**config.mk**
```make
export PLATFORM = sky130hd
export DESIGN_NAME = lfsr_share_arbiter
export DESIGN_NICKNAME = d
export VERILOG_FILES = /design/src/rtl/lfsr_share_arbiter.sv
export SDC_FILE = /design/constraint.sdc
export NUM_CORES = 1
export LEC_CHECK = 0
export ABC_AREA = 1
export BUFFER_PORTS_ARGS = -buffer_cell sky130_fd_sc_hd__clkbuf_2
export CORE_AREA = 2 2 54 56
export CTS_BUF_LIST = sky130_fd_sc_hd__clkbuf_2 sky130_fd_sc_hd__clkbuf_4 sky130_fd_sc_hd__clkbuf_8
export DETAILED_ROUTE_END_ITERATION = 8
export DIE_AREA = 0 0 56 58
export PLACE_DENSITY = 0.95
export SLEW_MARGIN = 30
export SYNTH_ARGS = -nofsm -noshare
export SYNTH_HDL_FRONTEND = slang
export SYNTH_SLANG_ARGS = --single-unit
```
**constraint.sdc**
```tcl
create_clock -name clk -period 4 [get_ports clk]
set_clock_uncertainty 0.05 [all_clocks]
set_input_delay 0.2 -clock clk [delete_from_list [all_inputs] [get_ports clk]]
set_output_delay 0.2 -clock clk [all_outputs]
set_load 0.01 [all_outputs]
```
**src/rtl/lfsr_share_arbiter.sv**
```systemverilog
// Shares one external 8-bit LFSR among NUM_REQ requesters, round-robin.
// Optional draw/stall counters: define LFSR_SHARE_ARBITER_STATS_EN.
module lfsr_share_arbiter #(
  parameter int         NUM_REQ       = 4,
  parameter logic [7:0] DEFAULT_SEED  = 8'hA5,
  parameter int         WARMUP_CYCLES = 8
) (
  input  logic               clk,
  input  logic               resetn,
  input  logic [7:0]         cfg_seed,
  input  logic               cfg_seed_load,
  input  logic [NUM_REQ-1:0] req_valid,
  output logic [NUM_REQ-1:0] req_ready,
  output logic [7:0]         rnd_data,
  output logic               busy,
  output logic               lfsr_resetn,
  output logic [7:0]         lfsr_seed,
  output logic               lfsr_next,
  input  logic [7:0]         lfsr_value
`ifdef LFSR_SHARE_ARBITER_STATS_EN
  ,
  output logic [15:0]        draw_count,
  output logic [15:0]        stall_count
`endif
);

  localparam int RR_W = (NUM_REQ > 1) ? $clog2(NUM_REQ) : 1;
  localparam logic [7:0] WARM_LAST = 8'(WARMUP_CYCLES - 1);

  typedef enum logic [1:0] {
    SEED,
    WARMUP,
    SERVE
  } state_t;

  state_t          state_q, state_d;
  logic [7:0]      seed_q, seed_d;
  logic [7:0]      warm_q, warm_d;
  logic [RR_W-1:0] rr_q, rr_d;

  logic            gnt_found;
  logic [RR_W-1:0] gnt_idx;
  logic [RR_W-1:0] gnt_nxt;

  // Pick the first valid requester at or after the round-robin pointer.
  always_comb begin
    int k;
    gnt_found = 1'b0;
    gnt_idx   = '0;
    for (int i = NUM_REQ - 1; i >= 0; i--) begin
      k = int'(rr_q) + i;
      if (k >= NUM_REQ) k = k - NUM_REQ;
      if (req_valid[k]) begin
        gnt_found = 1'b1;
        gnt_idx   = RR_W'(k);
      end
    end
    k = int'(gnt_idx) + 1;
    if (k >= NUM_REQ) k = 0;
    gnt_nxt = RR_W'(k);
  end

  // Next-state and output decode for the seed/warm-up/serve sequence.
  always_comb begin
    state_d     = state_q;
    seed_d      = seed_q;
    warm_d      = warm_q;
    rr_d        = rr_q;
    req_ready   = '0;
    rnd_data    = 8'h00;
    lfsr_next   = 1'b0;
    busy        = 1'b1;
    lfsr_resetn = 1'b1;
    lfsr_seed   = seed_q;
    unique case (state_q)
      SEED: begin
        lfsr_resetn = 1'b0;
        state_d     = WARMUP;
        warm_d      = 8'h00;
      end
      WARMUP: begin
        lfsr_next = 1'b1;
        if (warm_q == WARM_LAST) state_d = SERVE;
        else warm_d = warm_q + 8'h01;
      end
      SERVE: begin
        busy = 1'b0;
        if (gnt_found) begin
          req_ready[gnt_idx] = 1'b1;
          rnd_data           = lfsr_value;
          lfsr_next          = 1'b1;
          rr_d               = gnt_nxt;
        end
      end
      default: state_d = SEED;
    endcase
    if (cfg_seed_load) begin
      seed_d    = (cfg_seed == 8'h00) ? DEFAULT_SEED : cfg_seed;
      state_d   = SEED;
      rr_d      = rr_q;
      req_ready = '0;
      rnd_data  = 8'h00;
      lfsr_next = 1'b0;
    end
    if (!resetn) begin
      req_ready   = '0;
      rnd_data    = 8'h00;
      lfsr_next   = 1'b0;
      busy        = 1'b1;
      lfsr_resetn = 1'b0;
      lfsr_seed   = DEFAULT_SEED;
    end
  end

  // State registers with synchronous reset.
  always_ff @(posedge clk) begin
    if (!resetn) begin
      state_q <= SEED;
      seed_q  <= DEFAULT_SEED;
      warm_q  <= 8'h00;
      rr_q    <= '0;
    end else begin
      state_q <= state_d;
      seed_q  <= seed_d;
      warm_q  <= warm_d;
      rr_q    <= rr_d;
    end
  end

`ifdef LFSR_SHARE_ARBITER_STATS_EN
  logic [15:0] draw_q, stall_q;
  logic        any_req, any_gnt;

  assign any_req     = |req_valid;
  assign any_gnt     = |(req_valid & req_ready);
  assign draw_count  = draw_q;
  assign stall_count = stall_q;

  // Saturating completed-draw and stalled-request counters.
  always_ff @(posedge clk) begin
    if (!resetn) begin
      draw_q  <= 16'h0000;
      stall_q <= 16'h0000;
    end else begin
      if (any_gnt && draw_q != 16'hFFFF)
        draw_q <= draw_q + 16'h0001;
      if (any_req && !any_gnt && stall_q != 16'hFFFF)
        stall_q <= stall_q + 16'h0001;
    end
  end
`endif

endmodule

```
After elaboration in Yosys (flattened, before gate mapping) --
Index checks and enable logic that the tools add are counted.
Storage, ports and cells: register bits 20, bits in latches 0, RAM bits 0, memory bits (read-only) 0, output and inout port bits 23, memories kept 0
Cells by class: $add $sub $neg 9, multiply operators 0, divide/modulo/power cells 0, $lt $le $gt $ge 11, equality and inequality tests 5, shift operators 0, mux-type cells 49, bitwise operators 3, reduce and logical (&&, ||, !) cells 8
Operator list (count):
- < comparator 32 x 4 -> 1 bit (second input constant) | 4
- two-way mux 32 bit | 4
- two-way mux 8 bit | 7
- two-way mux 1 bit | 20
- two-way mux 4 bit | 4
- case mux 8 bit (2 select lines) | 1
- greater-or-equal comparator 3 bit (second input constant) | 4
- two-way mux 2 bit | 6
- subtractor 3 x 3 -> 4 bit (second input constant) | 3
- adder 8 x 1 -> 8 bit (second input constant) | 1
- binary-select mux 1 bit (select 2 bit) | 4
- == test 8 x 3 -> 1 bit (second input constant) | 1
- logical NOT 8 bit | 1
- adder 2 x 1 -> 3 bit (second input constant) | 2
- adder 2 x 2 -> 3 bit (second input constant) | 2
- case mux 2 bit (3 select lines) | 1
- != test 2 bit (second input constant) | 2
- AND reduction 2 bit | 2
- subtractor 2 x 3 -> 4 bit (second input constant) | 1
- greater-or-equal comparator 2 x 3 -> 1 bit (second input constant) | 1
- < comparator 2 x 3 -> 1 bit (second input constant) | 1
- inverter 1 bit | 3
- AND reduction 3 bit | 1
- demux 1 bit (select 2 bit) | 1
- 8 further kinds | 8

Longest topological paths before layout --
depth after elaboration 18, mapped depth 14

Worst setup path after synthesis --
Ideal clock, no wire load.
path kind flip-flop to flip-flop, from register rr_q[0], to register rr_q[1], setup time 0.113 ns, arrival time 1.575 ns, data required time 3.837 ns, slack 2.262 ns, stages on the path, launching flop included 12, buffers on the path 0, clock period less this slack 1.738 ns, cells stage by stage dfxtp_1 > inv_2 > nand2_1 > nand2_2 > nand2_2 > nand2_2 > or2_1 > o21ai_2 > inv_1 > ha_1 > nor2_1 > nor2_1
Between the ends: word-level cells in the longest chain between the ends 13, elaborated cells on any way between the ends 39, those cells by class add/sub: 8; order compare: 5; mux: 25; reduce/logical: 1
Ends and longest elaborated chain:
- from (decl) | line 39 | logic [RR_W-1:0] rr_q, rr_d;
- from (signal assigned) | line 126 | rr_q <= rr_d;
- adder 2 x 2 -> 3 bit | line 51 | k = int'(rr_q) + i;
- subtractor 3 x 3 -> 4 bit / greater-or-equal comparator 3 bit (equally long branches) | line 52 | if (k >= NUM_REQ) k = k - NUM_REQ;
- two-way mux 32 bit | line 52
- binary-select mux 1 bit (select 2 bit) | line 53 | if (req_valid[k]) begin
- two-way mux 1 bit (not written as such) (2 in series) | line 53
- two-way mux 2 bit (3 in series) | line 53
- two-way mux 2 bit * | line 53
- adder 2 x 1 -> 3 bit * | line 58 | k = int'(gnt_idx) + 1;
- greater-or-equal comparator 3 bit | line 59 | if (k >= NUM_REQ) k = 0;
- two-way mux 2 bit * | line 59
- via gnt_nxt[1] | line 43 | logic [RR_W-1:0] gnt_nxt;
The timed path passes the listed nets; every way through them passes the cells marked *. The select of a mux whose other input is x is not followed. A chain may end at the register's enable or synchronous reset.

Worst setup path after layout --
from register rr_q[1], to output port req_ready[2]
Between the ends: word-level cells in the longest chain between the ends 18, elaborated cells on any way between the ends 44, those cells by class add/sub: 7; order compare: 6; mux: 30; reduce/logical: 1
Ends and longest elaborated chain:
- adder 2 x 2 -> 3 bit | line 51
- subtractor 3 x 3 -> 4 bit / greater-or-equal comparator 3 bit (equally long branches) | line 52
- two-way mux 32 bit | line 52
- binary-select mux 1 bit (select 2 bit) | line 53
- two-way mux 1 bit (not written as such) (2 in series) | line 53
- two-way mux 2 bit (4 in series) | line 53
- < comparator 2 x 3 -> 1 bit (not written as such) / greater-or-equal comparator 2 x 1 -> 1 bit (equally long branches) | line 89 | req_ready[gnt_idx] = 1'b1;
- logical AND 1 bit (not written as such) | line 89
- two-way mux 1 bit (not written as such) | line 89
- demux 1 bit (select 2 bit) | line 89
- two-way mux 4 bit * | line 88 | if (gnt_found) begin
- two-way mux 4 bit * | line 75 | unique case (state_q)
- two-way mux 4 bit * | line 97 | if (cfg_seed_load) begin
- two-way mux 4 bit * | line 105 | if (!resetn) begin
- to (decl) | line 13 | output logic [NUM_REQ-1:0] req_ready,
Mark *: on every way between the ends. The rest lies on a longest branch, timed or not. The select of a mux whose other input is x is not followed.

==> metrics.md <==
| Metric | Value |
|---|---|
| Clock Sinks | `20` |
| Via count | `about 1500` |
| Total gr overflow | `0` |
| Critical Path Slowest Stage Cell | `dfxtp_1` |
| Asr flop ratio synth | `0%` |
| Fin nets | `307` |
| Die W | `around 56 um` |
| FF+latch area | `~400 sq um` |
| First-pass GRT wire length | `between 5000 and 6000 um` |
| RSZ-0062 raised after global routing | `false` |
| Post-route DRC | `0` |
| Peak VDD IR | `about 0.51 mV` |
| Vias in the first global route | `1284` |
| Dpl ws | `just under 2 ns` |
| Pwr Density | `about 280 nW/um^2` |
| Worst hold endpoint | `seed_q[4]$_SDFFE_PN0P_` |
| Post-cts sizing count | `0` |
| Mapped Area | `around 1400 sq um` |
| Setup Viol. Count Final | `0` |
| # H-tree levels | `1` |
| Worst Path Class, Setup | `reg -> out` |
| CTS tree | `yes` |
| Adder-cell share of the synthesized area | `7.09%` |
| Clock Latency Late Sink | `a little over 0.3 ns` |
| Most instantiated library cell after synthesis | `nand2_1` |
| Syn nets | `262` |
| Core Util, Final | `between 60% and 70%` |
| Final WS setup | `between 1.5 and 2 ns` |
| Clock slew seen by the registers of the worst setup and hold paths | `approximately 0.12 ns` |
| Critical path capture point type | `primary output` |
| Fraction of the mapped netlist area in compound gates | `10.1%` |
| Core Region | `2660 sq um` |
| Post-DP Area | `1650 sq um` |
| Largest net degree at the start of global routing | `17` |
| Crit path required time | `3.75 ns` |
| Starting density of the core | `53.1%` |
| Hold Path Stages | `3` |
| DP Cell Count | `around 300` |
| Worst-path maximum fanout | `6` |
| Post-Synth XOR/XNOR Area | `less than 1%` |
| Clock Path Buffers | `2` |
| Post-CTS Setup Inserts | `0` |
| Synth cell types | `25` |
| CTS root buffer | `clkbuf_4` |
| Startpoint types | `flop` |
| Slew @ Worst Pin | `about 0.87 ns` |
| TritonCTS Buffers | `3` |
| Post-synth EDFFs | `0` |
| IO Pins | `46` |
| DRT Pass-1 Iters | `4` |
| Slew headroom | `41.5%` |
| Fin crit period | `~2.4 ns` |
| FP Rows | `19` |
| Run status | `complete, no violations` |
| CP cell instances | `inv_1, nand2_1, nand2_1, nand2_2, nand2_2, or2_1, o21ai_2, inv_1, ha_1, nand2_1, nor2_2, clkbuf_2` |
| Fill cell count | `approximately 250` |
| R2R cell count | `11` |
| Die height | `slightly below 60 um` |
| Routability cong. | `around 0.86` |
| Synth Area in Simple Gates | `between 40% and 50%` |
| Setup TNS | `0 ns` |
| PortBufs | `45` |
| Post-synth top flop | `dfxtp_1` |
| Via density | `4.89` |
| Post-synth top area share | `between 20 and 30%` |
| Wirelength per Cell | `roughly 10 um` |
| Max-Cap Viols | `0` |
| Post-route cell area | `1700 sq um` |
| Diode count | `0` |
| Fin. max-slew vios | `0` |
| Worst hold margin | `roughly 0.067 ns` |
| Die area | `about 3200 sq um` |
| Mapped Cells | `about 230` |
| RR Startpoint | `rr_q[1]$_SDFFE_PN0P_` |
| Hold crit path type | `in -> reg` |
| Yosys warns | `0` |
| Proportion of synthesized area in mux cells | `0%` |
| Most frequent cells after synthesis | `nand2_1, nor2_1, inv_1` |
| Hold_buf cts | `0` |
| CP Buf/Inv Count | `3` |
| Synth-to-layout area growth | `20.2%` |
| Initial DRC count | `39` |
| Total wire length | `3040 um` |
| Hold Startpoint | `cfg_seed[4]` |
| Footprint of the multi-input gates | `slightly below 900 sq um` |
| Highest clock rate | `roughly 420 MHz` |
| Total power | `about 0.48 mW` |
| Top cell type by total area after synthesis | `dfxtp_1` |
| Critical path's top delay family | `simple AND/OR/NAND/NOR gates` |
| Crit path top cell by count | `nand2_1` |
| Initial antenna violation count | `0` |
| Slowest stage delay, CP | `approximately 0.46 ns` |
| Synthesized flop and latch total | `20` |
| Period utilization | `slightly below 60%` |
| Leakage power | `~0.89 nW` |
| Reg2reg setup slack | `roughly 2.1 ns` |
| Non-filler cells, final | `just over 300` |
| Fin. Hold Viols | `0` |
| Syn_area_per_cell | `6.12 sq um` |
| Largest family of logic cells by synthesized area | `simple AND/OR/NAND/NOR gates` |
| Synth top area cells | `dfxtp_1, nand2_1, nor2_1, ha_1, inv_1` |
| Reg-to-reg endpoint | `rr_q[1]$_SDFFE_PN0P_` |
| GRT Total Usage | `between 10% and 20%` |
| Routed Antenna Nets | `0` |
| Share of layout cells above drive strength 1 | `27.3%` |
| Sequential element share of the synthesized area | `~28%` |
| Worst EP arrival | `about 2.1 ns` |
| Post-DP HPWL | `2420 um` |
-- per-layer routing --
metal	share of wire (%)	vias to the layer above	track usage [%]
met1	42	650	21.9
met5	0	-	0
met4	1.6	0	6.12
met2	51	37	35.5
met3	5.5	9	5.36
li1	-	799	-
-- area by class of cell --
type | count | share of cell area, %
clock buffer | 3 | 1.33
multi-input combinational | 179 | 51.8
timing repair buffer | 45 | 13.3
clock inverter | 1 | 1.77
inverter | 27 | 5.97
tap | 31 | 2.28
sequential | 20 | 23.6
-- worst min-delay path, stage by stage --
cell and delay (ns):
clkbuf_2 0.08, inv_1 0.06, a21oi_1 0.06
-- cell usage in the layout, fill, tap and decap left out, types with 3 or more instances in the layout --
master    instances
a21oi_1          16
clkbuf_2         45
clkbuf_4          3
dfxtp_1          20
ha_1              8
inv_1            26
nand2_1          71
nand2_2           5
nand3_1           6
nor2_1           36
nor2_2           11
nor3_1            4
o21ai_0           9
or2_2             4
-- cells by family (layout without fill, tap and decap cells) --
family,after synthesis,count (layout)
flip-flops,20,20
XOR/XNOR,1,1
buffers and inverters,32,76
AO/OA/AOI/OAI,27,27
adder cells (fa/ha/maj),8,8
AND/OR/NAND/NOR,143,143
-- how the worst max path moves through the flow --
stage               slack, ns  depth (start not counted)                  from                    to
floorplan                2.26                         11  rr_q[0]$_SDFFE_PN0P_  rr_q[1]$_SDFFE_PN0P_
global placement         1.99                          6                resetn             lfsr_next
detailed placement       1.93                          6                resetn           rnd_data[5]
CTS                      1.62                         12  rr_q[1]$_SDFFE_PN0P_          req_ready[2]
global route             1.44                         14  rr_q[0]$_SDFFE_PN0P_          req_ready[3]
finish                   1.62                         12  rr_q[1]$_SDFFE_PN0P_          req_ready[2]
-- power breakdown --
part           total [mW]  switching (mW)  internal [mW]
Clock               0.169          0.0675          0.101
Combinational      0.0950          0.0594         0.0356
Sequential          0.212         0.00448          0.207
Total               0.476           0.131          0.344
-- sequential cells by signal, indices dropped and copies added (netlist names) --
register and flops:
seed_q 8, warm_q 8, rr_q 2, state_q 2
Note: power is estimated with default switching activity, not from simulation.
